**src/rtl/adda_sync_fifo.sv**
```systemverilog
// Single-clock sample FIFO for the ADC/DAC path: full-depth level counter, programmable
// thresholds, sticky error flags and flush. Define FIFO_FWFT_EN for first-word-fall-through reads.
module adda_sync_fifo #(
   parameter int DATA_WIDTH    = 14,
   parameter int DEPTH         = 64,
   parameter int AFULL_THRESH  = DEPTH - 5,
   parameter int AEMPTY_THRESH = 4,
   localparam int AW           = $clog2(DEPTH)
) (
   input  logic                  clk,
   input  logic                  rst,
   input  logic                  clr,
   input  logic                  wr_en,
   input  logic [DATA_WIDTH-1:0] wr_data,
   input  logic                  rd_en,
   output logic [DATA_WIDTH-1:0] rd_data,
   output logic                  rd_valid,
   output logic [AW:0]           level,
   output logic                  full,
   output logic                  almost_full,
   output logic                  empty,
   output logic                  almost_empty,
   output logic                  above_half,
   output logic                  overflow,
   output logic                  underflow,
   input  logic                  err_clr
);

   localparam logic [AW:0] FULL_LVL   = (AW+1)'(DEPTH);
   localparam logic [AW:0] HALF_LVL   = (AW+1)'(DEPTH / 2);
   localparam logic [AW:0] AFULL_LVL  = (AW+1)'(AFULL_THRESH);
   localparam logic [AW:0] AEMPTY_LVL = (AW+1)'(AEMPTY_THRESH);

   logic [DATA_WIDTH-1:0] mem [DEPTH];
   logic [AW-1:0]         wr_ptr;
   logic [AW-1:0]         rd_ptr;
   logic                  rd_acc;
   logic                  wr_acc;
   logic                  wr_rej;
   logic                  rd_rej;

   // Flags are pure decodes of the registered level, so they change only at clock edges.
   assign full         = (level == FULL_LVL);
   assign empty        = (level == '0);
   assign almost_full  = (level >= AFULL_LVL);
   assign almost_empty = (level <= AEMPTY_LVL);
   assign above_half   = (level > HALF_LVL);

   // A flush suppresses both ports and any error reporting for its cycle.
   // NOTE: every always_comb output gets a default first so no latch can be inferred.
   always_comb begin
      rd_acc = 1'b0;
      wr_acc = 1'b0;
      wr_rej = 1'b0;
      rd_rej = 1'b0;
      if (!clr) begin
         rd_acc = rd_en & ~empty;
         wr_acc = wr_en & (~full | rd_acc);
         wr_rej = wr_en & ~wr_acc;
         rd_rej = rd_en & empty;
      end
   end

   // NOTE: the sample array has no reset; the pointers and level alone define its contents.
   always_ff @(posedge clk) begin
      if (wr_acc) mem[wr_ptr] <= wr_data;
   end

   // NOTE: sequential state uses non-blocking assignments so every register samples pre-edge values.
   always_ff @(posedge clk or negedge rst) begin
      if (!rst) begin
         wr_ptr <= '0;
         rd_ptr <= '0;
         level  <= '0;
      end else if (clr) begin
         wr_ptr <= '0;
         rd_ptr <= '0;
         level  <= '0;
      end else begin
         if (wr_acc) wr_ptr <= wr_ptr + AW'(1);
         if (rd_acc) rd_ptr <= rd_ptr + AW'(1);
         case ({wr_acc, rd_acc})
            2'b10:   level <= level + (AW+1)'(1);
            2'b01:   level <= level - (AW+1)'(1);
            default: level <= level;
         endcase
      end
   end

   // Sticky error flags: a new error in the err_clr cycle wins; flush leaves them alone.
   always_ff @(posedge clk or negedge rst) begin
      if (!rst) begin
         overflow  <= 1'b0;
         underflow <= 1'b0;
      end else begin
         overflow  <= wr_rej | (overflow & ~err_clr);
         underflow <= rd_rej | (underflow & ~err_clr);
      end
   end

`ifdef FIFO_FWFT_EN
   // Head word is presented directly; forced to zero while empty so reset/flush read back zero.
   assign rd_valid = ~empty;
   assign rd_data  = empty ? '0 : mem[rd_ptr];
`else
   always_ff @(posedge clk or negedge rst) begin
      if (!rst) begin
         rd_valid <= 1'b0;
         rd_data  <= '0;
      end else if (clr) begin
         rd_valid <= 1'b0;
         rd_data  <= '0;
      end else begin
         rd_valid <= rd_acc;
         if (rd_acc) rd_data <= mem[rd_ptr];
      end
   end
`endif

endmodule
```
**config.mk**
```make
export PLATFORM = sky130hd
export DESIGN_NAME = adda_sync_fifo
export DESIGN_NICKNAME = d
export VERILOG_FILES = /design/src/rtl/adda_sync_fifo.sv
export SDC_FILE = /design/constraint.sdc
export NUM_CORES = 1
export LEC_CHECK = 0
export CORE_MARGIN = 1
export CORE_UTILIZATION = 48
export CTS_BUF_LIST = sky130_fd_sc_hd__clkbuf_16
export DETAILED_ROUTE_END_ITERATION = 8
export SYNTH_ARGS = -nofsm -noshare
export SYNTH_HDL_FRONTEND = slang
export SYNTH_SLANG_ARGS = --single-unit
export TNS_END_PERCENT = 1
```
**constraint.sdc**
```tcl
create_clock -name clk -period 5.4 [get_ports clk]
set_input_delay 0.81 -clock clk [delete_from_list [all_inputs] [get_ports clk]]
set_output_delay 0.81 -clock clk [all_outputs]
set_load 0.01 [all_outputs]
```
==> run summary <==
Place
- 48 — PortBufs
- 1.57 ns — worst setup slack before clock tree synthesis
- 2837 — number of cells after detailed placement
- 47300 um — Detailed Place HPWL
- 0.929 — weighted congestion at the end of routability-driven global placement
- 0.0382 mm2 — post-place instance area

Clock tree
- 0 — hold buffer count at CTS
- 0.64 ns — Clock Latency Late Sink
- 932 — total clock sinks
- sky130_fd_sc_hd__clkbuf_16 — clock tree root buffer cell
- 3 — number of buffers between clock root and the deepest sink
- yes — TritonCTS clock tree
- 0.06 ns — Worst-path clk slew
- 93 — clock buffers created by TritonCTS
- 3 — H-tree Lvls
- 0 — number of cells upsized or downsized after cts
- 0 — number of buffers added for setup after CTS

STA
- 3.41 ns — time the worst path needs with I/O delays and setup
- no — unrepaired setup endpoints after global routing
- 1.99 ns — Final Worst Setup Slack
- 0 ns — final setup TNS
- 293 MHz — peak clock frequency supported by timing
- 1.34 ns — transition time at the pin with the least slew margin
- 0.0225 ns — worst setup skew after layout
- 0.632 — crit share post-route
- 0 — final-report hold violation count
- 0 — final count of negative-setup-slack endpoints
- 0 — number of pins exceeding their max-slew limit in the final report
- 0.106 — Worst slew margin

Power and ir drop
- 4.47 mW — switching pwr
- 0.474 — share of total power in sequential cells
- 12.9 nW — leakage power of the design
- 423 mW/mm2 — pwr/cell area
- 0.179 — Combinational Power Share
- 0.347 — clock share of power
- 0.296 mV — Worst IR Drop VDD
- 0.258 — switching share of power
- 12.9 mW — Pint

Yosys
- sky130_fd_sc_hd__edfxtp_1 — Synth area leader
- 0.0386 — FFs w/ async S/R, synth
- 0.0364 mm2 — total standard cell area after synthesis
- 0 — Ys Warns
- 0.0502 — Compound-Gate Fraction of Synth Area
- 57 — count of distinct cell types in the synthesized netlist
- 896 — Post-synth EDFFs
- sky130_fd_sc_hd__edfxtp_1, sky130_fd_sc_hd__mux2i_1, sky130_fd_sc_hd__a22oi_1, sky130_fd_sc_hd__mux4_2, sky130_fd_sc_hd__nor2_1 — cell types with the highest counts after synthesis
- 0.00137 — area share of fa/ha/maj cells after synthesis
- 0.0263 — Post-Synth Simple-Gate Area
- 1867 — number of nets produced by synthesis
- 0.00361 — fraction of synthesized cell area in xor and xnor cells
- 932 — register bit total from synthesis
- 0.739 — Yosys top cell area share
- 0.138 — mux contribution to synthesized area
- multiplexers — largest family of logic cells by synthesized area
- sky130_fd_sc_hd__edfxtp_1, sky130_fd_sc_hd__mux4_2, sky130_fd_sc_hd__mux2i_1, sky130_fd_sc_hd__a22oi_1, sky130_fd_sc_hd__dfrtp_1 — most area-consuming cells after synthesis
- 0.764 — share of the yosys chip area belonging to registers
- 19.8 um2 — per-instance average area after synthesis
- 1843 — post-synthesis cell count
- sky130_fd_sc_hd__edfxtp_1 — dominant cell by count in the synthesized netlist
- sky130_fd_sc_hd__edfxtp_1 — top flip-flop cell by instance count after synthesis

Global route
- 0.219 — global-route usage over all layers
- 123000 um — wire length of the first global-routing pass
- 96 — largest net degree at the start of global routing
- 18300 — number of global-route vias before repair
- 0 — number of antenna violations at the first check in global routing
- 0 — Congestion Overflow GR

Critical path
- flip-flop — type of element launching the critical path
- compound AO/OA/AOI/OAI gates — Worst path top cell family by delay
- rd_ptr[0] — Critical path origin
- rd_ptr[0] — start of the worst register-to-register path
- 5.93 ns — worst endpoint required time
- 3.94 ns — arrival time worst endpoint
- 7 — number of cells on the critical path
- reg2reg — Crit Path Class
- sky130_fd_sc_hd__a21oi_1 — Most common cell on crit path
- flip-flop — critical path endpoint category
- sky130_fd_sc_hd__dfrtp_4 — slowest CP cell
- 1.99 ns — reg2reg setup slack
- 1 — Crit path buffers/inverters
- 0.95 ns — stage delay of the slowest cell on the critical path
- buf_4 > mux4_2 > a22oi_1 > a21oi_1 > a21oi_1 > nand2_1 > a32o_1 — CP Cell Sequence
- 41 — maximum fanout encountered on the critical timing path
- 7 — Reg2Reg Depth

Floorplan
- 0.0747 mm2 — Core Footprint
- 49 — number of top-level design ports
- 277 um — die outline height
- 0.0769 mm2 — area of the die
- 0.487 — initial standard-cell utilization of the core
- 100 — count of standard-cell rows
- 277 um — Die W

Routing
- 6 — TritonRoute pass-1 iters
- 0 — total DRC errors in the routed layout
- 1910 — Starting DRT DRC Count
- 6.03 — Avg Vias per Cell
- 83400 um — Total Wirelength
- 18100 — vias after detailed routing
- 27.7 um — WL/cell
- 0 — Post-DRT Antenna Nets

Cells and area
- 3008 — final std cells w/o fill
- 0.194 — share of layout cells above drive strength 1
- 0.0411 mm2 — Layout Cell Area excl Fill
- 1988 — number of nets in the layout
- 0 — Inserted Diodes
- 5603 — number of fill cells
- 12.8% — synth-to-layout area growth

Status
- finished clean — run status

Hold path
- in2async — path category of the worst min-delay check

Job
- 0 — number of max-cap violations

-- cell usage in the layout, fill, tap and decap left out, types with 4 or more instances in the layout --
cell,instances
sky130_fd_sc_hd__a32o_1,14
sky130_fd_sc_hd__clkbuf_16,96
sky130_fd_sc_hd__o211ai_1,14
sky130_fd_sc_hd__bufinv_16,4
sky130_fd_sc_hd__nand2_1,45
sky130_fd_sc_hd__dfrtp_1,34
sky130_fd_sc_hd__xnor2_1,7
sky130_fd_sc_hd__a22oi_1,142
sky130_fd_sc_hd__nor3_1,4
sky130_fd_sc_hd__buf_12,5
sky130_fd_sc_hd__nor2_1,91
sky130_fd_sc_hd__xor2_1,8
sky130_fd_sc_hd__ha_1,4
sky130_fd_sc_hd__nand3_1,7
sky130_fd_sc_hd__and3_1,15
sky130_fd_sc_hd__a21oi_1,35
sky130_fd_sc_hd__mux2i_1,184
sky130_fd_sc_hd__edfxtp_1,896
sky130_fd_sc_hd__mux4_2,140
sky130_fd_sc_hd__clkinv_2,23
sky130_fd_sc_hd__nor2b_4,4
sky130_fd_sc_hd__o21ai_0,4
sky130_fd_sc_hd__a31oi_1,28
sky130_fd_sc_hd__nand4_1,6
sky130_fd_sc_hd__buf_2,15
sky130_fd_sc_hd__inv_1,27
sky130_fd_sc_hd__clkdlybuf4s50_1,33
sky130_fd_sc_hd__clkinv_1,20
sky130_fd_sc_hd__buf_4,85
-- power by group through the flow --
| stage | combinational (mW) | sequential, mW | clock, mW |
|---|---|---|---|
| CTS | 3.16 | 8.22 | 6.14 |
| detailed placement | 3.15 | 8.37 | 0 |
| floorplan | 2.39 | 8.24 | 0 |
| finish | 3.11 | 8.22 | 6.03 |
| global route | 3.34 | 8.23 | 6.41 |
| global placement | 3.13 | 8.37 | 0 |
-- per-layer routing --
layer,wire (um),track usage,vias to the layer above
li1,-,-,7842
met1,36200,0.315,9534
met2,39900,0.349,652
met3,5670,0.0386,118
met4,1640,0.0574,0
met5,0,0,-
-- cell type report --
class / count / area, um2 / share of cell area
Sequential cell: 932 / 27800 / 0.678
Tap cell: 969 / 1210 / 0.0295
Multi-Input combinational cell: 795 / 8010 / 0.195
Timing Repair Buffer: 138 / 1140 / 0.0279
Clock buffer: 96 / 2400 / 0.0585
Clock inverter: 74 / 449 / 0.0109
Inverter: 4 / 15.0 / 0.000366
-- registers in the layout, summed over array words and instances (netlist names) --
register / count
rd_data: 14
rd_ptr: 6
rd_valid: 1
level: 7
mem: 896
underflow: 1
wr_ptr: 6
overflow: 1
-- final timing paths --
path | end
min | underflow
max reg2reg | rd_data[10]
min reg2reg | rd_data[7]
max | rd_data[10]
min in group clk | rd_data[7]
max in group asynchronous | rd_ptr[0]
-- logic make-up (layout without fill, tap and decap cells) --
family / count (synthesis) / in the layout
buffers and inverters: 116 / 312
AOI/OAI and AO/OA: 250 / 250
muxes: 325 / 325
and+or+nand+nor: 201 / 201
xor gates and xnor gates: 15 / 15
DFF: 932 / 932
adders and majority gates: 4 / 4
-- per-stage QoR --
stage / utilization / power, mW / hold WS (ns)
finish: 0.550 / 17.4 / 0.325
global route: 0.550 / 18.0 / 0.376
CTS: 0.549 / 17.5 / 0.329
detailed placement: 0.511 / 11.5 / 0.495
global placement: 0.511 / 11.5 / 0.483
floorplan: - / 10.6 / 0.514
-- worst reg2reg max path, cell delays in order, from the launching register on --
cell,delay (ns)
sky130_fd_sc_hd__dfrtp_4,0.95
sky130_fd_sc_hd__buf_4,0.54
sky130_fd_sc_hd__mux4_2,0.58
sky130_fd_sc_hd__a22oi_1,0.29
sky130_fd_sc_hd__a21oi_1,0.16
sky130_fd_sc_hd__a21oi_1,0.20
sky130_fd_sc_hd__nand2_1,0.22
sky130_fd_sc_hd__a32o_1,0.37
No activity file was read; power rests on OpenSTA's default activity.
==> edit 1, RTL diff (same settings) <==
Change the parameter `DEPTH` from 64 to 128.
--- a/src/rtl/adda_sync_fifo.sv
+++ b/src/rtl/adda_sync_fifo.sv
@@ -2,7 +2,7 @@
 // thresholds, sticky error flags and flush. Define FIFO_FWFT_EN for first-word-fall-through reads.
 module adda_sync_fifo #(
    parameter int DATA_WIDTH    = 14,
-   parameter int DEPTH         = 64,
+   parameter int DEPTH         = 128,
    parameter int AFULL_THRESH  = DEPTH - 5,
    parameter int AEMPTY_THRESH = 4,
    localparam int AW           = $clog2(DEPTH)
Ports: changed (resized level); port bits go from 49 to 50. The function was not compared with the original's and may differ.
==> edit 1 against the unedited design <==
- hold slack worse by 0.22 ns
- sequential cell count increased by 899
- cell area grew 96%
- sequential power increased by 95%
- power up 100%
- wire length grew 120%
- worst setup slack worse by 0.52 ns
- synthesized cell count increased by 76%
- synthesized area grew 95%
- sequential share of layout area rose by 0.49 points
- via count grew 91%
- clock power grew 100%
- clock skew rose by 0.0075 ns
- critical endpoint is now rd_data[0]$_DFFE_PN0P_
- largest power group unchanged
==> edit 1: results (changes against the unedited design) <==
| Metric | Value |
|---|---|
| Initial antenna violation count | `3 (was 0)` |
| Final routed wire length divided by cell count | `32.88 um (was 27.71 um)` |
| Largest registers | `mem: 1792 flops, rd_data: 14 flops, level: 8 flops (was mem: 896 flops, rd_data: 14 flops, level: 7 flops)` |
| Met1 capacity usage during global routing | `0.3497 (was 0.3147)` |
| Placed wire-length estimate after detailed placement | `113300 um (was 47300 um)` |
| Routability-driven placement congestion ratio | `0.8728 (was 0.9285)` |
| Global-route met3 utilization | `0.05259 (was 0.03857)` |
| Largest stage delay, worst path | `0.83 ns (was 0.95 ns)` |
| Slowest cell on the critical path | `a221oi_1 (was dfrtp_4)` |
| Number of port buffers | `49 (was 48)` |
| Pin count of the biggest net entering global routing | `90 (was 96)` |
| Vias per std cell | `6.264 (was 6.033)` |
| Reg2reg path depth | `8 (was 7)` |
| Multiplexer share of the synthesized area | `0.1618 (was 0.1375)` |
| Number of levels the H-tree was split into | `4 (was 3)` |
| Standard cell area after detailed placement | `74470 um2 (was 38190 um2)` |
| R2r setup slk | `1.46 ns (was 1.99 ns)` |
| Leakage power total | `24.68 nW (was 12.92 nW)` |
| Worst rel slew slack | `0.1090 (was 0.1055)` |
| Cell Int Power | `0.02596 W (was 0.01289 W)` |
| Clock latency at the later pin of the worst-skew pair | `0.81 ns (was 0.64 ns)` |
| Capture point of the worst path | `rd_data[0]$_DFFE_PN0P_ (was rd_data[10]$_DFFE_PN0P_)` |
| Number of buffers added by the clock tree synthesis step | `181 (was 93)` |
| Run status | `completed (unchanged)` |
| Largest driver fanout on the critical path | `22 (was 41)` |
| Largest cells by area after synthesis | `edfxtp_1, mux4_2, mux2i_1 (unchanged)` |
| Clock-pin slew on the worst setup and hold paths | `0.06 ns (about the same)` |
| Synth unique cells | `68 (was 57)` |
| Part of the Yosys area used for sequential elements | `0.7703 (was 0.7638)` |
| Share of synthesized cell area in full adder, half adder and majority cells | `0.001214 (was 0.001375)` |
| Synth async-reset ratio | `0.02130 (was 0.03863)` |
| Worst Hold Margin | `0.1048 ns (was 0.3247 ns)` |
| VDD IR-drop max | `0.2870 mV (was 0.2956 mV)` |
| Compound-cell area share of the yosys netlist | `0.02720 (was 0.05021)` |
| Starting DRC count in detailed routing | `4063 (was 1910)` |
| Xor and xnor area share after synthesis | `0.001724 (was 0.003609)` |
| Arr. time, crit path | `4.63 ns (was 3.94 ns)` |
| Top cells by instance count after synthesis | `edfxtp_1, mux4_2, nor2_1 (was edfxtp_1, mux2i_1, a22oi_1)` |
| Vias in the first global route | `35169 (was 18321)` |
| First-pass GRT wire length | `260900 um (was 123200 um)` |
| Net count of the mapped netlist | `3275 (was 1867)` |
| Post-synth EDFFs | `1792 (was 896)` |
| Fraction of final layout cells sized beyond drive strength 1 | `0.2568 (was 0.1942)` |
| Global-route total usage across every layer | `0.2460 (was 0.2193)` |
| Min-delay worst type | `primary input to async pin (unchanged)` |
| Total of fill cells in the finished design | `10881 (was 5603)` |
| Final #Nets | `3502 (was 1988)` |
[edit 1: cell count changes after synthesis, moves of 14 or more]
cell      before   now
mux2i_1      184   143
a221oi_1       0    34
buf_2         25    53
clkbuf_1      44    75
mux4_2       140   444
edfxtp_1     896  1792
o21ai_1        0    14
a31oi_1       28     6
a22oi_1      142    30
nor2_1        93   167
o22ai_1        0    20
nand3_1        7    24
a22o_1         1    15
o21ai_0        4    36
[edit 1: power groups by stage]
stage          logic [W]  clock network, W  registers [W]
6_report         0.00691            0.0123         0.0160
5_1_grt          0.00728            0.0130         0.0160
4_1_cts          0.00699            0.0125         0.0160
3_5_place_dp     0.00697                 0         0.0163
3_3_place_gp     0.00691                 0         0.0163
2_1_floorplan    0.00482                 0         0.0161
[edit 1: layout make-up]
type,count,area share
Sequential cell,1831,0.6824
Multi-Input combinational cell,1218,0.1897
Clock buffer,185,0.05765
Tap cell,1917,0.02987
Timing Repair Buffer,234,0.02493
Clock inverter,151,0.01491
Inverter,10,0.0004674
Antenna cell,1,0.00003116
[edit 1: stage by stage]
| stage | worst slack, ns | power, W | utilization | instances |
|---|---|---|---|---|
| final | 1.464 | 0.03522 | 0.5484 | 5547 |
| after global routing | 1.390 | 0.03630 | 0.5484 | 5546 |
| after CTS | 1.482 | 0.03547 | 0.5484 | 5546 |
| after detailed placement | 1.022 | 0.02323 | 0.5086 | 5210 |
| after global placement | 1.153 | 0.02317 | 0.5086 | 5210 |
| after floorplan | 1.832 | 0.02090 | - | 3249 |
[edit 1: routing by layer]
| metal | vias to the layer above | routed length (um) | share of wire |
|---|---|---|---|
| li1 | 14183 | - | - |
| met1 | 18654 | 73930 | 0.41 |
| met2 | 1627 | 86860 | 0.48 |
| met3 | 280 | 16130 | 0.088 |
| met4 | 2 | 5470 | 0.030 |
| met5 | - | 13 | 0.000071 |
==> edit 2, RTL diff (same settings) <==
Made on the original files. Make the reset (`rst`) synchronous in 3 clocked blocks.
--- a/src/rtl/adda_sync_fifo.sv
+++ b/src/rtl/adda_sync_fifo.sv
@@ -67,7 +67,7 @@
    end
 
    // NOTE: sequential state uses non-blocking assignments so every register samples pre-edge values.
-   always_ff @(posedge clk or negedge rst) begin
+   always_ff @(posedge clk) begin
       if (!rst) begin
          wr_ptr <= '0;
          rd_ptr <= '0;
@@ -88,7 +88,7 @@
    end
 
    // Sticky error flags: a new error in the err_clr cycle wins; flush leaves them alone.
-   always_ff @(posedge clk or negedge rst) begin
+   always_ff @(posedge clk) begin
       if (!rst) begin
          overflow  <= 1'b0;
          underflow <= 1'b0;
@@ -103,7 +103,7 @@
    assign rd_valid = ~empty;
    assign rd_data  = empty ? '0 : mem[rd_ptr];
 `else
-   always_ff @(posedge clk or negedge rst) begin
+   always_ff @(posedge clk) begin
       if (!rst) begin
          rd_valid <= 1'b0;
          rd_data  <= '0;
Behaviour: differs if rst is asserted again (counterexample within 4 cycles, from zero or initial values and one cycle with rst low); with rst held inactive, the same outputs for 4 cycles.
==> edit 2 against the unedited design <==
- sequential share of layout area is 0.60 points lower
- synthesized area is 0.28% lower
- cell area is 0.25% higher
- wire length is 2.5% higher
- global-route usage is 0.59 points higher
- critical endpoint is now level[6]$_SDFFE_PP0P_
- worst setup slack worse by 0.14 ns
- highest routed layer unchanged
- sequential cell count stayed put
Power is not compared: it rests on default switching activity, and its combinational part moved more than twofold at a synthesized area within 25%.
==> edit 2: results (changes against the unedited design) <==
| Metric | Value |
|---|---|
| Run status | `completed (unchanged)` |
| Synth unique cells | `59 (was 57)` |
| Largest driver fanout on the critical path | `14 (was 41)` |
| Post-Synthesis Mean Instance Area | `20.08 um2 (was 19.75 um2)` |
| Synth async-reset ratio | `0 (was 0.03863)` |
| Share of synthesized cell area in full adder, half adder and majority cells | `0.001723 (was 0.001375)` |
| Number of buffers added by the clock tree synthesis step | `93 (unchanged)` |
| # placed instances | `2799 (was 2837)` |
| Slowest cell on the critical path | `or4_4 (was dfrtp_4)` |
| Multiplexer share of the synthesized area | `0.1477 (was 0.1375)` |
| Non-filler instance count after layout | `2971 (was 3008)` |
| Largest cells by area after synthesis | `edfxtp_1, mux4_2, mux2i_1 (unchanged)` |
| Final #Nets | `1950 (was 1988)` |
| Arr. time, crit path | `4.07 ns (was 3.94 ns)` |
| Min-delay worst type | `flip-flop to flip-flop (was primary input to async pin)` |
| Total wire length | `85480 um (was 83360 um)` |
| Net count of the mapped netlist | `1833 (was 1867)` |
| Worst slack at placement | `1.458 ns (was 1.571 ns)` |
| Reg2reg path depth | `10 (was 7)` |
| Via count of the routed design | `18046 (was 18146)` |
| Xor and xnor area share after synthesis | `0.003343 (was 0.003609)` |
| Routability-driven placement congestion ratio | `0.8339 (was 0.9285)` |
| Global-route total usage across every layer | `0.2252 (was 0.2193)` |
| Fraction of final layout cells sized beyond drive strength 1 | `0.2163 (was 0.1942)` |
| Starting DRC count in detailed routing | `1743 (was 1910)` |
| First-pass detailed-route iteration total | `5 (was 6)` |
| Compound-cell area share of the yosys netlist | `0.04584 (was 0.05021)` |
| Pin count of the biggest net entering global routing | `76 (was 96)` |
## edit 2: cell types whose count changed after synthesis, sizes merged, moves of 14 or more
cell,change
a221oi,+37
o221ai,+42
a32o,-14
a31oi,-27
and3,-14
mux4,+20
dfxtp,+36
a21oi,+31
dfrtp,-36
o21ai,+26
mux2i,-24
a22oi,-142
nand2,-20
## edit 2: final timing paths
check	startpoint	to	slack (ns)
setup reg to reg	level[2]$_SDFFE_PP0P_	level[6]$_SDFFE_PP0P_	1.85
hold reg to reg	rd_data[12]$_SDFFE_PP0P_	rd_data[12]$_SDFFE_PP0P_	0.51
hold / removal	rd_data[12]$_SDFFE_PP0P_	rd_data[12]$_SDFFE_PP0P_	0.51
setup / recovery	level[2]$_SDFFE_PP0P_	level[6]$_SDFFE_PP0P_	1.85
## edit 2: cells by family (layout without fill, tap and decap cells)
group	Yosys count	after routing
xor+xnor	13	13
compound gates	230	230
fa+ha+maj	5	5
buf+inv	120	314
mux	334	334
simple gates	174	174
flops	932	932
## edit 2: cell type report
type                    count  area [um2]  area share
repair buffers            133        1111     0.02700
well taps                 969        1212     0.02946
flip-flops and latches    932       27640      0.6716
multi-input cells         756        8046      0.1955
clock buffers              95        2377     0.05777
inverters                   9       33.78   0.0008209
clock inverters            77       734.5     0.01785
## edit 2: worst reg2reg max path: stages, from the launching register on
cell and delay (ns):
dfxtp_1 0.43, or4_4 0.59, o31ai_4 0.55, ha_1 0.55, xor2_1 0.19, ha_1 0.19, a21oi_1 0.09, o311a_1 0.32
a221oi_1 0.30, nor3_1 0.08, o21a_1 0.17
## edit 2: metrics by stage
stage / utilization / total power (W) / hold slack (ns) / instance area, um2
2_1_floorplan: - / 0.008137 / 0.5063 / 36300
3_3_place_gp: 0.5093 / 0.008291 / 0.5093 / 38040
3_5_place_dp: 0.5093 / 0.008302 / 0.4819 / 38040
4_1_cts: 0.5509 / 0.01479 / 0.4970 / 41150
5_1_grt: 0.5509 / 0.01505 / 0.5271 / 41150
6_report: 0.5509 / 0.01466 / 0.5050 / 41150
## edit 2: metal layers
metal | part of all wire | routed length (um) | up-vias | track usage
met5 | 0 | 0 | - | 0
met4 | 0.024 | 2049 | 0 | 0.06781
met3 | 0.075 | 6384 | 106 | 0.03864
met2 | 0.46 | 39310 | 701 | 0.3413
met1 | 0.44 | 37730 | 9524 | 0.3359
li1 | - | - | 7715 | -
## edit 2: where the power goes
group	internal [W]	switching, W	total (W)	leakage [nW]
registers	0.00792	0.00000538	0.00793	8.35
clock network	0.00386	0.00266	0.00652	1.60
logic	0.0000447	0.000171	0.000215	2.54
total	0.0118	0.00283	0.0147	12.5
